[config.mk]
export PLATFORM = sky130hd
export DESIGN_NAME = seg7_scan_decoder
export DESIGN_NICKNAME = d
export VERILOG_FILES = /design/src/rtl/seg7_scan_decoder.sv
export SDC_FILE = /design/constraint.sdc
export NUM_CORES = 1
export LEC_CHECK = 0
export ABC_AREA = 1
export CORE_AREA = 4 4 112 114
export DETAILED_ROUTE_END_ITERATION = 10
export DIE_AREA = 0 0 116 118
export HOLD_SLACK_MARGIN = 0.15
export PLACE_DENSITY = 0.68
export SYNTH_ARGS = -nofsm -noshare
export SYNTH_HDL_FRONTEND = slang
export SYNTH_SLANG_ARGS = --single-unit
[constraint.sdc]
create_clock -name clk -period 3.94 [get_ports clk]
set_input_delay 0.985 -clock clk [delete_from_list [all_inputs] [get_ports clk]]
set_output_delay 0.985 -clock clk [all_outputs]
set_load 0.05 [all_outputs]
[src/rtl/seg7_scan_decoder.sv]
// Recovers the 4-digit hex value from a multiplexed, active-low 7-segment scan.
// Each digit slot is debounced, then decoded into a shadow frame published once all slots are seen.
module seg7_scan_decoder #(
   parameter int unsigned STABLE_CYC  = 8,
   parameter int unsigned TIMEOUT_CYC = 4096
) (
   input  logic        clk,
   input  logic        rst,
   input  logic [7:0]  led_o,
   input  logic [3:0]  led_sel,
   input  logic        clr,
   output logic [15:0] value,
   output logic [3:0]  dp,
   output logic        frame_valid,
   output logic [3:0]  seen,
   output logic        err,
   output logic        stall
);

   typedef enum logic [1:0] {StIdle, StSettle, StHold} state_e;

   localparam logic [7:0] StableMax = 8'(STABLE_CYC);

   state_e      state_q, state_d;
   logic [11:0] s_q, p_q;
   logic [7:0]  cnt_q, cnt_d;
   logic [15:0] to_q, to_d;
   logic [15:0] shadow_q, shadow_d;
   logic [3:0]  sdp_q, sdp_d;
   logic [15:0] value_q, value_d;
   logic [3:0]  dp_q, dp_d;
   logic        fv_q, fv_d;
   logic [3:0]  seen_q, seen_d;
   logic        err_q, err_d;
   logic        stall_q, stall_d;

   logic [3:0]  sel;
   logic [7:0]  seg;
   logic        sel_ok;
   logic [1:0]  slot;
   logic        same;
   logic [3:0]  nib;
   logic        seg_ok;
   logic        accept;
   logic        acc_ok;
   logic        complete;

   assign sel  = s_q[11:8];
   assign seg  = s_q[7:0];
   assign same = (s_q == p_q);

   always_comb begin
      sel_ok = 1'b1;
      slot   = 2'd0;
      case (sel)
         4'b1110: slot = 2'd0;
         4'b1101: slot = 2'd1;
         4'b1011: slot = 2'd2;
         4'b0111: slot = 2'd3;
         default: sel_ok = 1'b0;
      endcase
   end

   always_comb begin
      nib    = 4'h0;
      seg_ok = 1'b1;
      case (seg[6:0])
         7'h40:   nib = 4'h0;
         7'h79:   nib = 4'h1;
         7'h24:   nib = 4'h2;
         7'h30:   nib = 4'h3;
         7'h19:   nib = 4'h4;
         7'h12:   nib = 4'h5;
         7'h02:   nib = 4'h6;
         7'h78:   nib = 4'h7;
         7'h00:   nib = 4'h8;
         7'h10:   nib = 4'h9;
         7'h08:   nib = 4'hA;
         7'h03:   nib = 4'hB;
         7'h46:   nib = 4'hC;
         7'h21:   nib = 4'hD;
         7'h06:   nib = 4'hE;
         7'h0E:   nib = 4'hF;
         default: seg_ok = 1'b0;
      endcase
   end

   // Starting a stable run counts the current sample as the first; with
   // STABLE_CYC == 1 that sample is accepted immediately.
   always_comb begin
      state_d = state_q;
      cnt_d   = cnt_q;
      accept  = 1'b0;
      unique case (state_q)
         StIdle: begin
            if (sel_ok) begin
               cnt_d = 8'd1;
               if (STABLE_CYC == 1) begin
                  accept  = 1'b1;
                  state_d = StHold;
               end else begin
                  state_d = StSettle;
               end
            end
         end
         StSettle: begin
            if (!sel_ok || !same) begin
               state_d = StIdle;
               cnt_d   = 8'd0;
            end else begin
               cnt_d = cnt_q + 8'd1;
               if (cnt_d == StableMax) begin
                  accept  = 1'b1;
                  state_d = StHold;
               end
            end
         end
         StHold: begin
            if (!same) begin
               if (sel_ok) begin
                  cnt_d = 8'd1;
                  if (STABLE_CYC == 1) begin
                     accept = 1'b1;
                  end else begin
                     state_d = StSettle;
                  end
               end else begin
                  state_d = StIdle;
                  cnt_d   = 8'd0;
               end
            end
         end
         default: begin
            state_d = StIdle;
            cnt_d   = 8'd0;
         end
      endcase
   end

   assign acc_ok   = accept && seg_ok;
   assign complete = (seen_q == 4'hF);

   always_comb begin
      shadow_d = shadow_q;
      sdp_d    = sdp_q;
      if (acc_ok) begin
         shadow_d[{slot, 2'b00} +: 4] = nib;
         sdp_d[slot]                  = ~seg[7];
      end

      value_d = complete ? shadow_q : value_q;
      dp_d    = complete ? sdp_q : dp_q;
      fv_d    = complete;

      // A same-cycle accept on completion starts the next frame.
      if (clr) begin
         seen_d = 4'h0;
      end else if (complete) begin
         seen_d = acc_ok ? ~sel : 4'h0;
      end else begin
         seen_d = seen_q | (acc_ok ? ~sel : 4'h0);
      end

      err_d = !clr && (err_q || (accept && !seg_ok));

      if (clr || accept) begin
         to_d = 16'd0;
      end else if (to_q != 16'hFFFF) begin
         to_d = to_q + 16'd1;
      end else begin
         to_d = to_q;
      end

      stall_d = !clr && (stall_q || (32'(to_q) >= TIMEOUT_CYC));
   end

   always_ff @(posedge clk or posedge rst) begin
      if (rst) begin
         state_q  <= StIdle;
         s_q      <= '1;
         p_q      <= '1;
         cnt_q    <= 8'd0;
         to_q     <= 16'd0;
         shadow_q <= 16'd0;
         sdp_q    <= 4'd0;
         value_q  <= 16'd0;
         dp_q     <= 4'd0;
         fv_q     <= 1'b0;
         seen_q   <= 4'd0;
         err_q    <= 1'b0;
         stall_q  <= 1'b0;
      end else begin
         state_q  <= state_d;
         s_q      <= {led_sel, led_o};
         p_q      <= s_q;
         cnt_q    <= cnt_d;
         to_q     <= to_d;
         shadow_q <= shadow_d;
         sdp_q    <= sdp_d;
         value_q  <= value_d;
         dp_q     <= dp_d;
         fv_q     <= fv_d;
         seen_q   <= seen_d;
         err_q    <= err_d;
         stall_q  <= stall_d;
      end
   end

   assign value       = value_q;
   assign dp          = dp_q;
   assign frame_valid = fv_q;
   assign seen        = seen_q;
   assign err         = err_q;
   assign stall       = stall_q;

endmodule

Yosys cells after proc, flatten, opt, wreduce, memory -nomap -nowiden --
Cells that the tools add are included.
Cells by class: $mul 0, div/mod/pow operators 0, shift operators 2, equal/unequal tests 28, reductions and logical operators 20, mux-type cells 27, $lt $le $gt $ge 3, bitwise gates (word level) 3, $add $sub $neg 3
Operators by type and width (count):
- $pmux W4 S15 | 1
- $mux W16 | 2
- $eq A7 B7 Y1 const B | 4
- $mux W8 | 3
- $pmux W8 S3 | 1
- $eq A7 B5 Y1 const B | 3
- $eq A7 B6 Y1 const B | 3
- $add A16 B1 Y16 const B | 1
- $bwmux W16 | 1
- $eq A4 B4 Y1 const B | 4
- $ge A16 B13 Y1 const B | 1
- $ne A16 B16 Y1 const B | 1
- $reduce_or A16 Y1 | 1
- $shift A4 B6 Y16 const A | 1
- $shiftx A4 B6 Y16 | 1
- $eq A7 B2 Y1 const B | 2
- $eq A7 B4 Y1 const B | 2
- $eq A12 B12 Y1 | 1
- $mux W4 | 3
- $pmux W2 S3 | 2
- $add A8 B1 Y8 const B | 1
- $eq A8 B4 Y1 const B | 1
- $mux W1 | 8
- $mux W2 | 4
- 23 further kinds | 34
Word-level totals: ROM bits 0, output and inout port bits 27, register bits after elaboration 97, input port bits 15, bits in writable memories 0, latch bits 0, memories 0

Longest topological paths before layout --
Gate-level depths: netlist of run 1.
word-level depth 12, mapped depth 14, gate-level depth less buffers 12

Worst setup path before layout of run 1 --
Ideal clock, no wire load.
path kind reg-to-reg, start point reg s_q[9], end point reg shadow_q[0], path buffers 0, period minus slack after synthesis 2062 ps, data arrival time 1985 ps, data required time 3863 ps, setup slack 1878 ps, cell stages (with the launch flop) 8, cells stage by stage dfstp_2 inv_1 a31oi_1 ha_1 inv_1 nor3_1 nand2_1 o21ai_1
Between the ends: longest elaborated chain between the ends 8, elaborated cells between the ends (all ways) 18
Ends and longest elaborated chain:
- from (decl) | RTL line 25 | logic [11:0] s_q, p_q;
- from (signal assigned) | RTL line 194 | s_q <= {led_sel, led_o};
- branches (longest 8 deep; another with $neg A4 Y6)
- to (signal assigned) | RTL line 198 | shadow_q <= shadow_d;
- to (decl) | RTL line 28 | logic [15:0] shadow_q, shadow_d;
Parallel ways; which one is timed is not known. A chain may end at the register's enable or synchronous reset.

Worst setup path after layout of run 1 --
start point reg err_q, in the netlist err, end point out err
RTL lines:
- from (decl) | RTL line 34 | logic err_q, err_d;
- from (signal assigned) | RTL line 204 | err_q <= err_d;
- to (decl) | RTL line 16 | output logic err,
No word-level cell between the ends.

==> impl_metrics.env, run 1 <==
export IMPL_rows=39
export IMPL_cts_buffers=9
export IMPL_clock_latency_ns=0.35
export IMPL_area_growth_pct=16.7
export IMPL_power_frac_comb_pct=10.1
export IMPL_ant_nets=0
export IMPL_antenna_found_initial=0
export IMPL_power_internal_mw=1.54
export IMPL_cp_end_kind="output port"
export IMPL_setup_viol=0
export IMPL_cts_resized=0
export IMPL_path_cells="clkdlybuf4s50_1"
export IMPL_grt_pass1_wl_um=17400
export IMPL_pwr_share_seq_pct=52.3
export IMPL_grt_max_degree=98
export IMPL_die_h_um=118
export IMPL_critPathArrivalTime_ns=1.59
export IMPL_ctsHoldBuffers=0
export IMPL_initial_core_util_pct=42.9
export IMPL_layout_cells_non_filler=811
export IMPL_clkTransAtPathRegs_ns=0.06
export IMPL_critPathBufInv=1
export IMPL_hold_ws_ns=0.384
export IMPL_routedWlPerCell_um=12.3
export IMPL_syn_instance_count=618
export IMPL_multi_input_area_um2=2100
export IMPL_cp_start_kind="flop"
export IMPL_use_met1_pct=20.4
export IMPL_p_sw_share_pct=25.6
export IMPL_critPathLaunch="err"
export IMPL_cp_required_ns=2.95
export IMPL_finalCriticalPeriod_ns=2.57
export IMPL_clock_fmax_mhz=389
export IMPL_die_w_um=116
export IMPL_grt_pass1_vias=3803
export IMPL_ys_seq_area_share_pct=50.2
export IMPL_cp_max_fo=2
export IMPL_fin_crit_sh_pct=65.3
export IMPL_via_per_inst=4.97
export IMPL_crit_slowest_cell="clkdlybuf4s50_1"
export IMPL_worst_pin_slew_ns=0.694
export IMPL_cts_max_level=3
export IMPL_placed_cells=795
export IMPL_synth_nets=644
export IMPL_dieArea_um2=13700
export IMPL_mappedNetlistArea_um2=4900
export IMPL_ys_async_sr_fraction_pct=100
export IMPL_cts_setup_buffers=0
export IMPL_nets=689
export IMPL_r2r_start="s_q[9]"
export IMPL_worstHoldStart="s_q[9]"
export IMPL_cts_sinks=97
export IMPL_drc=0
export IMPL_n_fill_cell=1122
export IMPL_core_area_um2=11400
export IMPL_rsz0062_at_grt="false"
export IMPL_cp_top_family="buffers and inverters"
export IMPL_gr_max_usage_layer="met2"
export IMPL_p_clk_share_pct=37.6
export IMPL_vdd_ir_drop_max_mv=0.232
export IMPL_p_leak_nw=2.80
export IMPL_path_class="flop to output port"
export IMPL_portBuffers=41
export IMPL_final_layout_size_suffix_gt1_share_pct=9.28
export IMPL_antenna_cells=0
export IMPL_report_final_slew_viol_count=0
export IMPL_finalSetupTns_ns=0
export IMPL_max_stage_delay_ns=0.83
export IMPL_slew_headroom_pct=53.5
export IMPL_final_setup_skew_ns=0.00733
export IMPL_cts_tree="built"
export IMPL_met2_usage_pct=24.8
export IMPL_regArea_um2=2460
export IMPL_ys_seq_elements=97
export IMPL_drt_wl_total_um=9960
export IMPL_clk_path_buf_depth=2
export IMPL_grt_overflow=0
export IMPL_gp_congestion=0.840
export IMPL_grt_use_total_pct=15.7
export IMPL_synth_edff_count=0
export IMPL_power_total_mw=2.07
export IMPL_hold_viol_final=0
export IMPL_max_cap_viol_count=0
export IMPL_hp_class="flop to flop"
export IMPL_boundaryPins=42
export IMPL_grt_use_met3_pct=3.19
export IMPL_yosysWarnings=0
export IMPL_switchingPower_mw=0.529
export IMPL_avgSynthCellArea_um2=7.93
export IMPL_cts_root_buf="clkbuf_16"
export IMPL_ys_types=33
export IMPL_drt_iter0_markers=242
export IMPL_run_status="completed"
export IMPL_power_density_nw_per_um2=362
export IMPL_dp_hpwl_um=7240
export IMPL_yosys_most_used_dff="dfrtp_1"
export IMPL_vias=4031
export IMPL_firstDrtPassIters=5
==> power groups by stage <==
| stage | sequential, mW | clock [mW] | combinational, mW |
|---|---|---|---|
| final | 1.08 | 0.778 | 0.208 |
| after floorplan | 1.09 | 0 | 0.161 |
| after detailed placement | 1.10 | 0 | 0.210 |
| after global placement | 1.10 | 0 | 0.202 |
| after global routing | 1.09 | 0.848 | 0.240 |
| after CTS | 1.08 | 0.814 | 0.210 |
==> worst paths after layout <==
check                              end  slack, ns  cells after the start
setup / recovery                   err       1.37                      1
hold / removal                  p_q[9]       0.38                      0
setup reg to reg           shadow_q[0]       1.49                      7
hold reg to reg                 p_q[9]       0.38                      0
max in group asynchronous       p_q[8]       2.44                      3
min in group asynchronous     to_q[12]       1.06                      3
==> through the flow <==
step                      area (µm²)  worst slack (ns)  util, %
after global routing            5710              1.28     50.0
final                           5710              1.37     50.0
after detailed placement        5460              1.52     47.8
after global placement          5460              1.62     47.8
after CTS                       5710              1.34     50.0
after floorplan                 4900             0.461        -
==> routing by layer <==
layer	vias to the layer above	share of wire (%)
li1	2027	-
met1	1888	46
met2	103	48
met3	13	4.4
met4	0	2.3
met5	-	0
==> cells in the final DEF (no fill, tap or decap), drive strengths merged, types with 2 or more instances in the layout <==
cell type / count
dfstp: 24
xor2: 2
nand4: 7
nor3: 15
buf: 2
clkbuf: 14
a21oi: 14
clkdlybuf4s50: 41
xnor2: 7
nand3: 53
a31oi: 2
nor2: 73
clkinv: 4
dfrtp: 73
o21ai: 29
ha: 11
inv: 73
nand2: 218
==> layout make-up <==
cell class                      count  area share [%]
Multi-Input combinational cell    437            36.8
Timing Repair Buffer               43            7.66
Clock inverter                      2           0.175
Sequential cell                    97            43.0
Tap cell                          143            3.13
Inverter                           75            4.95
Clock buffer                       14            4.27
==> logic make-up (layout without fill, tap and decap cells) <==
| logic type | count (synthesis) | in the layout | share of synthesized area (%) |
|---|---|---|---|
| AOI/OAI and AO/OA | 48 | 48 | 5.13 |
| xor gates and xnor gates | 9 | 9 | 1.61 |
| buffers and inverters | 84 | 134 | 6.90 |
| and+or+nand+nor | 369 | 369 | 33.4 |
| DFF | 97 | 97 | 50.2 |
| adders and majority gates | 11 | 11 | 2.81 |
==> registers in the layout, indices dropped and copies added, names as in the netlist, 2 cells and up <==
| signal | count |
|---|---|
| sdp_q | 4 |
| value | 16 |
| dp | 4 |
| state_q | 2 |
| cnt_q | 8 |
| shadow_q | 16 |
| s_q | 12 |
| to_q | 16 |
| p_q | 12 |
| seen | 4 |
==> cells in the mapped netlist, types with 7 or more instances <==
cell type | instances | share of area, %
a21oi_1 | 14 | 1.4
dfrtp_1 | 73 | 37
dfstp_2 | 24 | 13
ha_1 | 11 | 2.8
inv_1 | 71 | 5.4
nand2_1 | 218 | 17
nand3_1 | 40 | 4.1
nand3_2 | 10 | 2.0
nand4_1 | 7 | 0.89
nor2_1 | 68 | 5.2
nor3_1 | 14 | 1.4
o21ai_0 | 16 | 1.6
o21ai_1 | 13 | 1.3
xnor2_1 | 7 | 1.3
No activity file was read; power rests on OpenSTA's default activity.
==> run 2, diff against run 1 <==
==> constraint.sdc (replaced) <==
create_clock -name clk -period 2.7 [get_ports clk]
set_input_delay 0.675 -clock clk [delete_from_list [all_inputs] [get_ports clk]]
set_output_delay 0.675 -clock clk [all_outputs]
set_load 0.05 [all_outputs]
==> run 2 against run 1 <==
- wire length is 4.3% lower
- combinational power is 49% higher
- cell area is 1.0% higher
- flip-flop and latch count stayed put
- global-route usage is 0.51 points lower
- sequential power is 46% higher
- setup slack worse by 1.0 ns
- final cell count is 0.37% higher
- critical path depth is 8 higher
- clock power is 50% higher
- largest cell class unchanged
- largest power group unchanged
==> impl_metrics.env, run 2 (synthesis results as in run 1) <==
export IMPL_grt_max_degree=35
export IMPL_p_leak_nw=2.81
export IMPL_vias=3940
export IMPL_cts_sinks=97
export IMPL_grt_pass1_vias=3727
export IMPL_via_per_inst=4.84
export IMPL_rows=39
export IMPL_gp_congestion=0.954
export IMPL_setup_viol=0
export IMPL_clk_path_buf_depth=2
export IMPL_core_area_um2=11400
export IMPL_boundaryPins=42
export IMPL_dieArea_um2=13700
export IMPL_finalCriticalPeriod_ns=2.37
export IMPL_power_density_nw_per_um2=529
export IMPL_antenna_found_initial=0
export IMPL_vdd_ir_drop_max_mv=0.332
export IMPL_drt_wl_total_um=9530
export IMPL_report_final_slew_viol_count=0
export IMPL_cp_required_ns=2.96
export IMPL_power_total_mw=3.05
export IMPL_cp_max_fo=7
export IMPL_path_class="flop to flop"
export IMPL_grt_pass1_wl_um=16800
export IMPL_die_h_um=118
export IMPL_portBuffers=41
export IMPL_cts_tree="built"
export IMPL_firstDrtPassIters=6
export IMPL_cp_end_kind="flop"
export IMPL_area_growth_pct=17.8
export IMPL_hold_ws_ns=0.385
export IMPL_ant_nets=0
export IMPL_hold_viol_final=0
export IMPL_worst_pin_slew_ns=0.507
export IMPL_grt_use_total_pct=15.2
export IMPL_final_setup_skew_ns=0.00653
export IMPL_fin_crit_sh_pct=87.6
export IMPL_clkTransAtPathRegs_ns=0.06
export IMPL_routedWlPerCell_um=11.7
export IMPL_cts_setup_buffers=0
export IMPL_grt_overflow=0
export IMPL_final_common_cell="nand2_1"
export IMPL_drt_iter0_markers=198
export IMPL_rsz0062_at_grt="false"
export IMPL_dp_hpwl_um=7240
export IMPL_met2_usage_pct=23.2
export IMPL_cts_root_buf="clkbuf_16"
export IMPL_max_cap_viol_count=0
export IMPL_run_status="completed"
export IMPL_grt_use_met3_pct=3.08
export IMPL_placed_area_um2=5500
export IMPL_gr_max_usage_layer="met2"
export IMPL_cp_start_kind="flop"
export IMPL_nets=692
export IMPL_die_w_um=116
export IMPL_use_met1_pct=19.7
export IMPL_drc=0
export IMPL_final_area_um2=5770
export IMPL_hp_class="flop to flop"
export IMPL_finalSetupTns_ns=0
export IMPL_clock_latency_ns=0.35
export IMPL_initial_core_util_pct=42.9
export IMPL_post_route_util_pct=50.5
export IMPL_final_cell_mix="nand2_1, dfrtp_1, inv_1"
export IMPL_critPathArrivalTime_ns=2.63
export IMPL_cts_buffers=9
export IMPL_clock_fmax_mhz=423
export IMPL_ctsHoldBuffers=0
export IMPL_final_layout_size_suffix_gt1_share_pct=10.1
export IMPL_cts_resized=0
export IMPL_antenna_cells=0
export IMPL_slew_headroom_pct=66.1
export IMPL_cts_max_level=3
[run 2: worst max-delay path, cell delays in order, from the launching register on]
cell and delay [ns]:
dfstp_2 0.57, inv_1 0.10, nor3_1 0.21, a31oi_1 0.09, buf_4 0.18, ha_1 0.35
inv_1 0.12, nor3_1 0.40, nand2_1 0.09, o21ai_1 0.17
[run 2: worst paths after layout]
kind                               endpoint  slack [ns]  cells past startpoint     from
worst max register to register  shadow_q[2]        0.33                      9  s_q[10]
max in group asynchronous            s_q[7]        1.39                      3      rst
min in group asynchronous             stall        0.69                      2      rst
worst min-delay path                 p_q[9]        0.39                      0   s_q[9]
worst min register to register       p_q[9]        0.39                      0   s_q[9]
worst max-delay path            shadow_q[2]        0.33                      9  s_q[10]
[run 2: power breakdown]
part           internal, mW  total, mW  switching (mW)
combinational         0.106      0.309           0.203
sequential             1.52       1.58          0.0576
clock                 0.644       1.17           0.523
total                  2.27       3.05           0.784
[run 2: layer usage]
layer	wire, µm	share of wire, %	vias up
met5	0	0	-
met4	342	3.6	0
met3	414	4.3	22
met2	4350	46	86
met1	4420	46	1796
li1	-	-	2036
[run 2: cell type report]
type	instances	area, µm²
fill	1112	5650
inverter	75	285
clock inverter	5	31.3
tap	143	179
sequential	97	2460
timing repair buffer	46	473
multi-input combinational	437	2100
clock buffer	11	243
[run 2: metrics by stage]
stage / setup slack, ns / instances
floorplan: 0.638 / 618
global placement: 0.521 / 798
detailed placement: 0.378 / 798
CTS: 0.344 / 814
global route: 0.180 / 814
finish: 0.334 / 814
==> run 3, diff against run 2 <==
==> config.mk (replaced) <==
export PLATFORM = sky130hd
export DESIGN_NAME = seg7_scan_decoder
export DESIGN_NICKNAME = d
export VERILOG_FILES = /design/src/rtl/seg7_scan_decoder.sv
export SDC_FILE = /design/constraint.sdc
export NUM_CORES = 1
export LEC_CHECK = 0
export ABC_AREA = 0
export CORE_AREA = 4 4 110 112
export DETAILED_ROUTE_END_ITERATION = 10
export DIE_AREA = 0 0 114 116
export HOLD_SLACK_MARGIN = 0.15
export PLACE_DENSITY = 0.67
export SLEW_MARGIN = 20
export SYNTH_ARGS = -nofsm -noshare
export SYNTH_HDL_FRONTEND = slang
export SYNTH_SLANG_ARGS = --single-unit
==> run 3 against run 2 <==
- total power is 5.0% lower
- hold slack better by 0.026 ns
- global-route usage is 0.79 points lower
- register-to-register slack got worse by 0.16 ns
- critical path depth down 3
- core utilization down 0.59 points
- count of clock-buffer cells in the layout rose by 5
- synthesized cell count down 27%
- area after synthesis is 4.3% lower
- cell area shrank 2.9%
- flip-flop and latch count unchanged
- critical path type unchanged
- critical endpoint is now shadow_q[10]
- largest power group unchanged
==> impl_metrics.env, run 3 <==
export IMPL_finalSetupTns_ns=0
export IMPL_grt_pass1_vias=3278
export IMPL_final_layout_size_suffix_gt1_share_pct=16.2
export IMPL_cts_max_level=3
export IMPL_dieArea_um2=13200
export IMPL_nets=527
export IMPL_finalCriticalPeriod_ns=2.53
export IMPL_firstDrtPassIters=4
export IMPL_synth_most_common_cell="dfrtp_1"
export IMPL_synth_edff_count=0
export IMPL_post_route_util_pct=50.0
export IMPL_synth_compound_area_share_pct=7.28
export IMPL_yosys_most_used_dff="dfrtp_1"
export IMPL_worst_slack_ns=0.170
export IMPL_max_cap_viol_count=0
export IMPL_mappedNetlistArea_um2=4690
export IMPL_rrSetupSlack_ns=0.17
export IMPL_area_growth_pct=19.6
export IMPL_power_density_nw_per_um2=517
export IMPL_hp_class="flop to flop"
export IMPL_dp_hpwl_um=6300
export IMPL_worst_pin_slew_ns=0.634
export IMPL_clkTransAtPathRegs_ns=0.06
export IMPL_r2r_start="cnt_q[0]"
export IMPL_met2_usage_pct=23.5
export IMPL_cp_required_ns=2.92
export IMPL_rows=39
export IMPL_cts_tree="built"
export IMPL_vdd_ir_drop_max_mv=0.236
export IMPL_worstHoldStart="s_q[10]"
export IMPL_grt_max_degree=98
export IMPL_gr_max_usage_layer="met2"
export IMPL_yosys_area_top_type="dfrtp_1"
export IMPL_ys_seq_area_share_pct=52.4
export IMPL_die_w_um=114
export IMPL_grt_pass1_wl_um=15400
export IMPL_antenna_cells=0
export IMPL_path_cells="ha_1 -> or4b_2 -> o21ai_0 -> and4_2 -> nand4_2 -> mux2_1"
export IMPL_ys_seq_elements=97
export IMPL_cp_end_kind="flop"
export IMPL_portBuffers=41
export IMPL_detailedPlace_worstSlack_ns=0.0944
export IMPL_clk_path_buf_depth=2
export IMPL_synth_commonest_cells="dfrtp_1, nand2_1, nor2_1"
export IMPL_synth_nets=478
export IMPL_synthSimpleGateAreaFrac_pct=22.2
export IMPL_boundaryPins=42
export IMPL_ys_async_sr_fraction_pct=100
export IMPL_cp_start_kind="flop"
export IMPL_synth_fa_ha_area_share_pct=2.93
export IMPL_die_h_um=116
export IMPL_initial_core_util_pct=41.8
export IMPL_crit_slowest_cell="or4b_2"
export IMPL_cp_max_fo=7
export IMPL_grt_use_total_pct=14.4
export IMPL_run_status="completed"
export IMPL_grt_use_met3_pct=2.66
export IMPL_clock_latency_ns=0.34
export IMPL_core_area_um2=11200
export IMPL_final_cell_mix="dfrtp_1, nand2_1, clkdlybuf4s50_1"
export IMPL_reg2reg_depth=6
export IMPL_via_per_inst=5.12
export IMPL_max_stage_delay_ns=0.66
export IMPL_cts_buffers=9
export IMPL_routedWlPerCell_um=14.0
export IMPL_critPathArrivalTime_ns=2.75
export IMPL_report_final_slew_viol_count=0
export IMPL_min_to="p_q[10]"
export IMPL_fin_crit_sh_pct=93.7
export IMPL_r2r_end="shadow_q[10]"
export IMPL_muxShareOfSynthArea_pct=5.31
export IMPL_hold_viol_final=0
export IMPL_ant_nets=0
export IMPL_hold_ws_ns=0.411
export IMPL_gp_congestion=0.768
export IMPL_rsz0062_at_grt="false"
export IMPL_drt_wl_total_um=9090
export IMPL_cts_root_buf="clkbuf_16"
export IMPL_synth_xor_area_share_pct=5.98
export IMPL_setup_viol=0
export IMPL_ys_types=57
export IMPL_path_class="flop to flop"
export IMPL_synth_top_family_by_area="simple AND/OR/NAND/NOR gates"
export IMPL_hold_depth=0
export IMPL_use_met1_pct=18.7
export IMPL_antenna_found_initial=0
export IMPL_final_setup_skew_ns=0.00497
export IMPL_cts_sinks=97
export IMPL_vias=3325
export IMPL_yosysWarnings=0
export IMPL_avgSynthCellArea_um2=10.4
export IMPL_netlist_top_cells_area="dfrtp_1, dfstp_2, nand2_1"
export IMPL_final_common_cell="dfrtp_1"
export IMPL_ctsHoldBuffers=0
export IMPL_p_leak_nw=2.49
export IMPL_drc=0
export IMPL_clock_fmax_mhz=395
export IMPL_syn_instance_count=452
export IMPL_drt_iter0_markers=153
export IMPL_grt_overflow=0
export IMPL_slew_headroom_pct=57.6
export IMPL_synth_top_area_share_pct=39.0
export IMPL_power_total_mw=2.90
## run 3: where the power goes
part	leakage (nW)	internal, mW	switching (mW)
sequential	1.27	1.50	0.0432
clock	0.131	0.677	0.494
combinational	1.10	0.0797	0.109
## run 3: cells by family after synthesis
group,count (synthesis)
fa+ha+maj,11
flops,97
buf+inv,42
simple gates,193
mux,23
xor+xnor,32
compound gates,54
## run 3: timing repair
item,4_1_cts,5_1_grt
endpoints found under the hold margin,0,0
gates resized for setup,0,1
setup endpoints to repair,0,6
setup buffers,0,2
## run 3: how the worst max path moves through the flow
| stage | from | end | slack (ns) | depth (start not counted) |
|---|---|---|---|---|
| 6_report | cnt_q[0] | shadow_q[10] | 0.17 | 6 |
| 2_1_floorplan | cnt_q[0] | shadow_q[10] | 0.21 | 7 |
| 3_5_place_dp | cnt_q[0] | shadow_q[10] | 0.09 | 6 |
| 4_1_cts | cnt_q[0] | shadow_q[10] | 0.07 | 6 |
| 3_3_place_gp | cnt_q[0] | shadow_q[10] | 0.12 | 6 |
| 5_1_grt | s_q[6] | shadow_q[10] | 0.07 | 6 |
## run 3: per-layer routing
| metal | vias up | wire length, µm |
|---|---|---|
| met2 | 44 | 4350 |
| met5 | - | 0 |
| met1 | 1616 | 4250 |
| met4 | 0 | 230 |
| met3 | 14 | 256 |
| li1 | 1651 | - |
## run 3: area by class of cell
type                    count  area (µm²)
repair buffers             58         563
flip-flops and latches     97        2460
clock buffers              16         272
well taps                 143         179
inverters                  22        86.3
fillers                  1067        5620
multi-input cells         313        2050
## run 3: stage by stage
step           instances  area [µm²]
6_report             649        5610
5_1_grt              649        5610
4_1_cts              647        5590
3_5_place_dp         631        5320
3_3_place_gp         631        5320
2_1_floorplan        452        4690
## run 3: critical path, delay by kind of cell, from the launching register on
kind	cells	cell delay (ns)
AND/OR/NAND/NOR	3	1.23
flip-flops	1	0.45
multiplexers	1	0.35
adder cells (fa/ha/maj)	1	0.27
AO/OA/AOI/OAI	1	0.10
